[src/rtl/serial_frame_rx.sv]
// Framed serial receiver: start bit, WIDTH data bits, optional even parity, stop bit.
// Define SERIAL_RX_PARITY_EN to expect an even-parity bit after the data bits.
module serial_frame_rx #(
  parameter int WIDTH        = 8,
  parameter int CLKS_PER_BIT = 16,
  parameter int LSB_FIRST    = 1
) (
  input  logic             clk,
  input  logic             CR,
  input  logic             SI,
  output logic [WIDTH-1:0] Q,
  output logic             VALID,
  output logic             FERR,
  output logic             PERR,
  output logic             BUSY
);

  localparam int TW = $clog2(CLKS_PER_BIT);
  localparam int BW = $clog2(WIDTH + 1);
  localparam logic [TW-1:0] HALF     = TW'(CLKS_PER_BIT / 2 - 1);
  localparam logic [TW-1:0] FULL     = TW'(CLKS_PER_BIT - 1);
  localparam logic [BW-1:0] LAST_BIT = BW'(WIDTH - 1);

  typedef enum logic [2:0] {
    IDLE,
    START,
    DATA,
`ifdef SERIAL_RX_PARITY_EN
    PARITY,
`endif
    STOP
  } state_t;

  state_t           state;
  logic             s1, s, s_prev;
  logic [TW-1:0]    timer;
  logic [BW-1:0]    nbits;
  logic [WIDTH-1:0] shreg;
  logic [WIDTH-1:0] shreg_next;
`ifdef SERIAL_RX_PARITY_EN
  logic             par_err;
`endif

  always_comb begin
    shreg_next = shreg;
    if (LSB_FIRST != 0) shreg_next = {s, shreg[WIDTH-1:1]};
    else                shreg_next = {shreg[WIDTH-2:0], s};
  end

  assign BUSY = (state != IDLE);

  always_ff @(posedge clk) begin
    if (CR) begin
      state  <= IDLE;
      s1     <= 1'b1;
      s      <= 1'b1;
      s_prev <= 1'b1;
      timer  <= '0;
      nbits  <= '0;
      shreg  <= '0;
      Q      <= '0;
      VALID  <= 1'b0;
      FERR   <= 1'b0;
`ifdef SERIAL_RX_PARITY_EN
      PERR    <= 1'b0;
      par_err <= 1'b0;
`endif
    end else begin
      s1     <= SI;
      s      <= s1;
      s_prev <= s;
      VALID  <= 1'b0;
      FERR   <= 1'b0;
`ifdef SERIAL_RX_PARITY_EN
      PERR   <= 1'b0;
`endif
      case (state)
        IDLE: begin
          if (s_prev && !s) begin
            state <= START;
            timer <= '0;
          end
        end
        START: begin
          if (timer == HALF) begin
            timer <= '0;
            nbits <= '0;
`ifdef SERIAL_RX_PARITY_EN
            par_err <= 1'b0;
`endif
            state <= s ? IDLE : DATA;
          end else begin
            timer <= timer + 1'b1;
          end
        end
        DATA: begin
          if (timer == FULL) begin
            timer <= '0;
            shreg <= shreg_next;
            nbits <= nbits + 1'b1;
            if (nbits == LAST_BIT) begin
`ifdef SERIAL_RX_PARITY_EN
              state <= PARITY;
`else
              state <= STOP;
`endif
            end
          end else begin
            timer <= timer + 1'b1;
          end
        end
`ifdef SERIAL_RX_PARITY_EN
        PARITY: begin
          if (timer == FULL) begin
            timer   <= '0;
            par_err <= (s != ^shreg);
            state   <= STOP;
          end else begin
            timer <= timer + 1'b1;
          end
        end
`endif
        STOP: begin
          if (timer == FULL) begin
            timer <= '0;
            state <= IDLE;
            // A low stop bit outranks a parity mismatch; only a clean frame updates Q.
            if (!s) begin
              FERR <= 1'b1;
`ifdef SERIAL_RX_PARITY_EN
            end else if (par_err) begin
              PERR <= 1'b1;
`endif
            end else begin
              Q     <= shreg;
              VALID <= 1'b1;
            end
          end else begin
            timer <= timer + 1'b1;
          end
        end
        default: state <= IDLE;
      endcase
    end
  end

`ifndef SERIAL_RX_PARITY_EN
  assign PERR = 1'b0;
`endif

endmodule

[config.mk]
export PLATFORM = sky130hd
export DESIGN_NAME = serial_frame_rx
export DESIGN_NICKNAME = d
export VERILOG_FILES = /design/src/rtl/serial_frame_rx.sv
export SDC_FILE = /design/constraint.sdc
export NUM_CORES = 1
export LEC_CHECK = 0
export CORE_ASPECT_RATIO = 0.9
export CORE_MARGIN = 10
export CORE_UTILIZATION = 54
export DETAILED_ROUTE_END_ITERATION = 7
export PLACE_DENSITY = 0.85
export REMOVE_ABC_BUFFERS = 1
export SETUP_SLACK_MARGIN = 0.05
export SLEW_MARGIN = 20
export SYNTH_ARGS = -nofsm -noshare
export SYNTH_HDL_FRONTEND = slang
export SYNTH_SLANG_ARGS = --single-unit
[constraint.sdc]
create_clock -name clk -period 1.8 [get_ports clk]
set_input_delay 0.36 -clock clk [delete_from_list [all_inputs] [get_ports clk]]
set_output_delay 0.36 -clock clk [all_outputs]
set_load 0.1 [all_outputs]
---- Word level (Yosys, flattened, before mapping) ----
Index checks and enable logic that the tools add are counted.
word-level totals
  output and inout port bits .............. 12
  input bits .............................. 3
  flip-flop bits (word level) ............. 32
  word-level logic and storage cells ...... 54
cells by class
  equality and inequality tests ........... 11
  bitwise logic cells ..................... 2
  reductions and logical operators ........ 13
  $add $sub $neg .......................... 2
  mux-type cells .......................... 16
operators with widths
  operator               count
  $mux W4                5
  $mux W3                5
  $pmux W3 S4            1
  $pmux W4 S3            1
  $ne A2 B2 Y1 const B   5
  $add A4 B1 Y4 const B  2
  $eq A4 B3 Y1 const B   2
  $pmux W4 S2            1
  $eq A3 B2 Y1 const B   2
  $reduce_and A3 Y1      2
  $reduce_bool A3 Y1     2
  $reduce_and A5 Y1      1
  $eq A4 B4 Y1 const B   1
  $reduce_and A2 Y1      2
  $eq A3 B1 Y1 const B   1
  $logic_not A3 Y1       1
  $reduce_or A3 Y1       1
  $mux W1                2
  $mux W2                1
  $not A1 Y1             2
  $reduce_bool A2 Y1     1
  $reduce_or A2 Y1       1
  $logic_and A1 B1 Y1    1
  $logic_not A1 Y1       1

---- Logic depth before layout (Yosys ltp) ----
Gate-level depths: netlist of run 1.
  word-level depth ........................ 4
  mapped depth ............................ 6
  mapped depth without buffers ............ 4

---- Least setup slack after synthesis of run 1 ----
Ideal clock, no wire load.
  kind .................................... flip-flop to output port
  start point ............................. reg state[1]
  end point ............................... out BUSY
  required time ........................... 1,440 ps
  cell stages (with the launch flop) ...... 4
  data arrival time ....................... 1,137 ps
  path buffers ............................ 1
  setup slack ............................. 303 ps
  cell sequence ........................... dfxtp_1 > buf_2 > nor2_1 > inv_1
on the way
  word-level cells in the longest chain between the ends .. 1
RTL lines
  element                   line  source
  start: declaration        34    state_t state;
  start signal: assignment  91    state <= s ? IDLE : DATA;
  $reduce_bool A3 Y1        50    assign BUSY = (state != IDLE);
  end: declaration          15    output logic BUSY
Every way passes these cells.

---- Final worst setup path of run 1 ----
Same ends and word-level chain as after synthesis.

==> results of run 1 <==
==> critical path, stage by stage, from the launching register on <==
cell	delay (ns)
dfxtp_2	0.53
nor2_2	0.12
inv_1	0.11
buf_12	0.18
==> routing by layer <==
layer,up-vias,part of all wire,track usage
met2,35,0.48,0.206
met1,586,0.43,0.145
met4,0,0.030,0.0977
li1,619,-,-
met3,12,0.061,0.0414
met5,-,0,0
==> registers in the layout, summed over array words and instances (netlist names) <==
signal,cells
shreg,8
FERR,1
s_prev,1
Q,8
VALID,1
timer,4
s1,1
state,2
s,1
nbits,4
==> metrics by stage <==
| stage | cells | setup slack, ns | util | cell area, sq um | power [mW] |
|---|---|---|---|---|---|
| 2_1_floorplan | 152 | 0.111 | - | 1340 | 0.751 |
| 3_3_place_gp | 197 | 0.277 | 0.668 | 1650 | 0.776 |
| 6_report | 204 | 0.162 | 0.693 | 1710 | 1.17 |
| 5_1_grt | 204 | 0.0475 | 0.693 | 1710 | 1.21 |
| 4_1_cts | 204 | 0.0959 | 0.692 | 1710 | 1.17 |
| 3_5_place_dp | 197 | 0.216 | 0.668 | 1650 | 0.779 |
==> kinds of logic (layout without fill, tap and decap cells) <==
logic type / Yosys count / in the layout / synth area share
other cells: 1 / 1 / 0.00265
flops: 31 / 31 / 0.439
compound gates: 52 / 52 / 0.206
mux: 5 / 5 / 0.0354
simple gates: 58 / 58 / 0.238
xor+xnor: 1 / 1 / 0.00620
fa+ha+maj: 2 / 2 / 0.0177
buf+inv: 16 / 26 / 0.0540
==> area by class of cell <==
class                      instances  area (sq um)  share of cell area
tap                               28          35.0              0.0205
multi-input combinational        119           718               0.420
clock buffer                       6          51.3              0.0300
timing repair buffer              17           270               0.158
inverter                           2          7.51             0.00439
sequential                        31           623               0.364
clock inverter                     1          5.00             0.00293
==> synthesized netlist by cell type (2+ instances only) <==
library cell and instances:
a211oi_1 3, a21oi_1 21, and3_1 3, buf_2 7, buf_4 2, clkbuf_1 5, dfxtp_1 31, ha_1 2
inv_1 2, mux2i_1 5, nand2_1 2, nand2b_1 5, nand3_1 25, nand3b_1 3, nor2_1 3, nor2b_1 4
nor3_1 2, o21ai_0 23, or2_2 4
==> power groups by stage <==
| stage | combinational [mW] | clock (mW) | sequential (mW) |
|---|---|---|---|
| floorplan | 0.0380 | 0 | 0.713 |
| global placement | 0.0618 | 0 | 0.714 |
| detailed placement | 0.0638 | 0 | 0.715 |
| CTS | 0.0639 | 0.407 | 0.700 |
| global route | 0.0683 | 0.445 | 0.701 |
| finish | 0.0644 | 0.403 | 0.700 |
==> how the worst min path moves through the flow <==
stage,end,depth (start not counted)
global placement,s$_SDFF_PP1_,1
finish,s$_SDFF_PP1_,1
detailed placement,s$_SDFF_PP1_,1
global route,s$_SDFF_PP1_,1
CTS,s$_SDFF_PP1_,1
floorplan,s$_SDFF_PP1_,1
==> impl_metrics.toml, run 1 <==
[pwr]
p_int_mw = 0.895
p_switching_mw = 0.273
seq_power_share = 0.599
ir_drop_mv = 0.689
swShare = 0.234
p_comb_frac = 0.055
power_density_nw_per_um2 = 683
p_clk_frac = 0.345
leakagePower_nw = 0.569

[critical_path]
reg2regPathDepth = 4
arrival_ns = 1.28
cp-end-kind = "primary output"
crit_end = "BUSY"
cp_max_fo = 19
crit_required_ns = 1.44
startpoint = "state[1]$_SDFFE_PP0P_"
r2r-end = "Q[6]$_SDFFE_PP0P_"
reg2reg_slack_ns = 0.24
cp-start-kind = "flip-flop"
timing.rr.start = "timer[0]$_SDFFE_PP0P_"
critical_path_class = "reg2out"

[layout]
final_nets = 181
final_layout_size_suffix_gt1_frac = 0.182
area_growth_pct = 21.1
n_fill_cell = 202
antenna_cells = 0
final_cell_mix = "dfxtp_1 (29), nand3_1 (25), o21ai_0 (23)"
layout_commonest_cell = "dfxtp_1"

[sta]
hold_slack_ns = 0.427
clock-skew-final_ns = 0.00858
finalCritPeriodShare = 0.910
setup_viol = 0
hold_viol = 0
min_period_ns = 1.64
slew_violations = 0
fmax_mhz = 610
rsz0062_at_grt = "true"
tns_ns = 0

[routing]
first_pass_iters = 4
remaining_drc_errors = 0
wirelength_microns = 3040
ant_nets = 0
via_per_inst = 6.14
wl_per_cell_microns = 14.9
vias = 1252
drtIter0Drc = 66

[logic_synthesis]
synth_area_sq_um = 1410
yosysUniqueCellTypes = 33
yosysSeqAreaShare = 0.439
synth_top_area_frac = 0.439
post-synth-top-area-cell = "dfxtp_1"
synth_edf_count = 0
synth_cells = 166
yosys-top-cells-area = "dfxtp_1 (44%), nand3_1 (8.9%), o21ai_0 (8.1%), a21oi_1 (7.4%), mux2i_1 (3.5%)"
synth-async-reset-ratio = 0
ys.flop_type = "dfxtp_1"
syn_avg_cell_area_sq_um = 8.51
yosysWarningCount = 0
synth_seq_cells = 31

[clocking]
cts_hold_buf = 0
clk_latency_ns = 0.34
cts_sinks = 31
cts_setup_buffers = 0
cts_resized = 2
cts_buffers = 5
htree_levels = 2
clk_pin_slew_ns = 0.09
cts-root-buf = "clkbuf_4"
clk_path_buf_depth = 2
cts_tree = "done"

[floorplanning]
core_sq_um = 2470
ioPinCount = 15
die_h_microns = 68.5
dieArea_sq_um = 5060
fp.dieW_microns = 73.9
initial_utilization = 0.573
rows = 17

[min_path]
hold_class = "reg2reg"
min_from = "s1$_SDFF_PP1_"

[global_route]
grtUsageTotal = 0.130
grt_max_degree = 20
antenna_found_initial = 0
grt_pass1_vias = 1152
overflow = 0
grt_first_pass_wirelength_microns = 5130

[placed_design]
hpwl_microns = 2200
io_buffers = 13
gp_congestion = 0.885

[job]
cap_violations = 0

[run_status]
status = "finished, final reports clean"
Note: power is estimated with default switching activity, not from simulation.
==> inputs of run 2 (changes only) <==
Settings changed: ABC_AREA set to 1, CORE_UTILIZATION 54 to 53, PLACE_DENSITY 0.85 to 0.84.
==> impl_metrics.toml, run 2 <==
[run_status]
status = "finished, final reports clean"

[placed_design]
placedCellCount = 207
hpwl_microns = 2030
gp_congestion = 0.856
io_buffers = 13

[logic_synthesis]
synthAdderAreaFrac = 0.0194
yosysMostFrequentCell = "nor2_1"
synthMuxAreaShare = 0
yosys-top-cells-area = "dfxtp_1 (48%), nor2_1 (12%), nand2_1 (7.3%), o21ai_0 (7.0%), a21oi_1 (4.3%)"
syn_avg_cell_area_sq_um = 7.67
synth_seq_cells = 31
yosysUniqueCellTypes = 25
post-synth-top-area-cell = "dfxtp_1"
synth-async-reset-ratio = 0
synth_compound_area_frac = 0.123
synth_area_sq_um = 1290
synth_top_area_frac = 0.482
synth_top_family_by_area = "simple AND/OR/NAND/NOR gates"
ys.flop_type = "dfxtp_1"
synth_edf_count = 0
synth_xor_xnor_area_share = 0
synth_top_cells_by_count = "nor2_1 (41), dfxtp_1 (31), nand2_1 (25), o21ai_0 (18), a21oi_1 (11)"
synth_simple_gate_area_share = 0.316
yosysWarningCount = 0
yosysSeqAreaShare = 0.482
synth_cells = 168

[pwr]
power_density_nw_per_um2 = 1020
power_mw = 1.64
ir_drop_mv = 0.883
leakagePower_nw = 0.713

[floorplanning]
rows = 16
fp.dieW_microns = 72.0
core_sq_um = 2240
die_h_microns = 66.8
ioPinCount = 15
initial_utilization = 0.575
dieArea_sq_um = 4810

[job]
cap_violations = 0

[clocking]
clk_path_buf_depth = 2
cts_hold_buf = 0
clk_pin_slew_ns = 0.08
cts-root-buf = "clkbuf_4"
cts_sinks = 31
cts_resized = 0
cts_setup_buffers = 0
cts_tree = "done"
clk_latency_ns = 0.33
htree_levels = 2
cts_buffers = 5

[min_path]
min_from = "s1$_SDFF_PP1_"
hold_class = "reg2reg"
holdPathStages = 1
hold_path_end = "s$_SDFF_PP1_"

[critical_path]
critical_path_class = "reg2out"
cp-end-kind = "primary output"
crit_required_ns = 1.44
cp_max_fo = 5
timing.rr.start = "timer[0]$_SDFFE_PP0P_"
r2r-end = "nbits[0]$_SDFFE_PP0P_"
reg2regPathDepth = 8
cp-start-kind = "flip-flop"
arrival_ns = 1.28
reg2reg_slack_ns = 0.32

[sta]
slew_violations = 0
fmax_mhz = 610
hold_viol = 0
min_period_ns = 1.64
rsz0062_at_grt = "false"
clock-skew-final_ns = 0.00845
setup_viol = 0
hold_slack_ns = 0.424
tns_ns = 0
finalCritPeriodShare = 0.911

[global_route]
overflow = 0
grt_max_degree = 19
grt_first_pass_wirelength_microns = 4860
grt_pass1_vias = 1097
grtUsageTotal = 0.124
antenna_found_initial = 0

[layout]
n_fill_cell = 169
final_layout_size_suffix_gt1_frac = 0.176
final_nets = 192
antenna_cells = 0
layout_commonest_cell = "nor2_1"
final_cell_mix = "nor2_1 (41), dfxtp_1 (31), nand2_1 (25)"
multi_input_area_sq_um = 594
area.sequential_sq_um = 621
final_cells = 215
reg_top3 = "Q x8, shreg x8"
area_growth_pct = 25.1

[routing]
wl_per_cell_microns = 12.3
vias = 1133
drtIter0Drc = 32
wirelength_microns = 2640
via_per_inst = 5.27
first_pass_iters = 4
remaining_drc_errors = 0
ant_nets = 0
[run 2: cell count changes after synthesis, sizes merged, moves of 3 or more]
cell / delta
o21ai: -3
a211oi: -4
a21oi: -11
and3: -3
nor2: +40
nand2b: -5
mux2i: -5
inv: +10
nor2b: -4
clkbuf: -4
nand3: -16
nand2: +26
buf: -7
[run 2: layer usage]
metal  GRT usage  vias to the layer above  routed length [microns]
li1            -                      583                        -
met1       0.138                      514                     1170
met2       0.199                       32                     1260
met3      0.0563                        4                      165
met4      0.0580                        0                       52
met5           0                        -                        0
[run 2: cells by family (layout without fill, tap and decap cells)]
group	Yosys count	after routing
compound gates	31	31
fa+ha+maj	2	2
buf+inv	17	37
flops	31	31
other cells	1	1
simple gates	86	86
[run 2: report_power, final]
part,internal (mW),switching [mW],total (mW)
Sequential,0.725,0.0514,0.776
Clock,0.152,0.223,0.375
Combinational,0.150,0.341,0.491
[run 2: worst max path at each step]
stage | from | to | slack, ns | depth (start not counted)
after floorplan | state[1]$_SDFFE_PP0P_ | BUSY | 0.32 | 2
after global placement | CR | shreg[7]$_SDFFE_PP0P_ | 0.39 | 5
after detailed placement | timer[0]$_SDFFE_PP0P_ | nbits[0]$_SDFFE_PP0P_ | 0.34 | 8
after CTS | state[1]$_SDFFE_PP0P_ | BUSY | 0.16 | 3
after global routing | state[1]$_SDFFE_PP0P_ | BUSY | 0.10 | 3
final | state[1]$_SDFFE_PP0P_ | BUSY | 0.16 | 3
[run 2: area by class of cell]
type	count	share of cell area
Clock inverter	1	0.00310
Multi-Input combinational cell	120	0.369
Clock buffer	7	0.0279
Timing Repair Buffer	15	0.158
Tap cell	27	0.0209
Inverter	14	0.0365
Sequential cell	31	0.385
[run 2: critical path, cell delays in order (launching register included)]
cell     delay [ns]
dfxtp_1        0.47
nor2_1         0.11
inv_1          0.17
buf_12         0.20
[run 2: through the flow]
| step | util | cell area (sq um) | setup WS [ns] |
|---|---|---|---|
| 5_1_grt | 0.719 | 1610 | 0.101 |
| 3_5_place_dp | 0.697 | 1560 | 0.339 |
| 6_report | 0.719 | 1610 | 0.161 |
| 2_1_floorplan | - | 1270 | 0.321 |
| 4_1_cts | 0.719 | 1610 | 0.156 |
| 3_3_place_gp | 0.697 | 1560 | 0.387 |
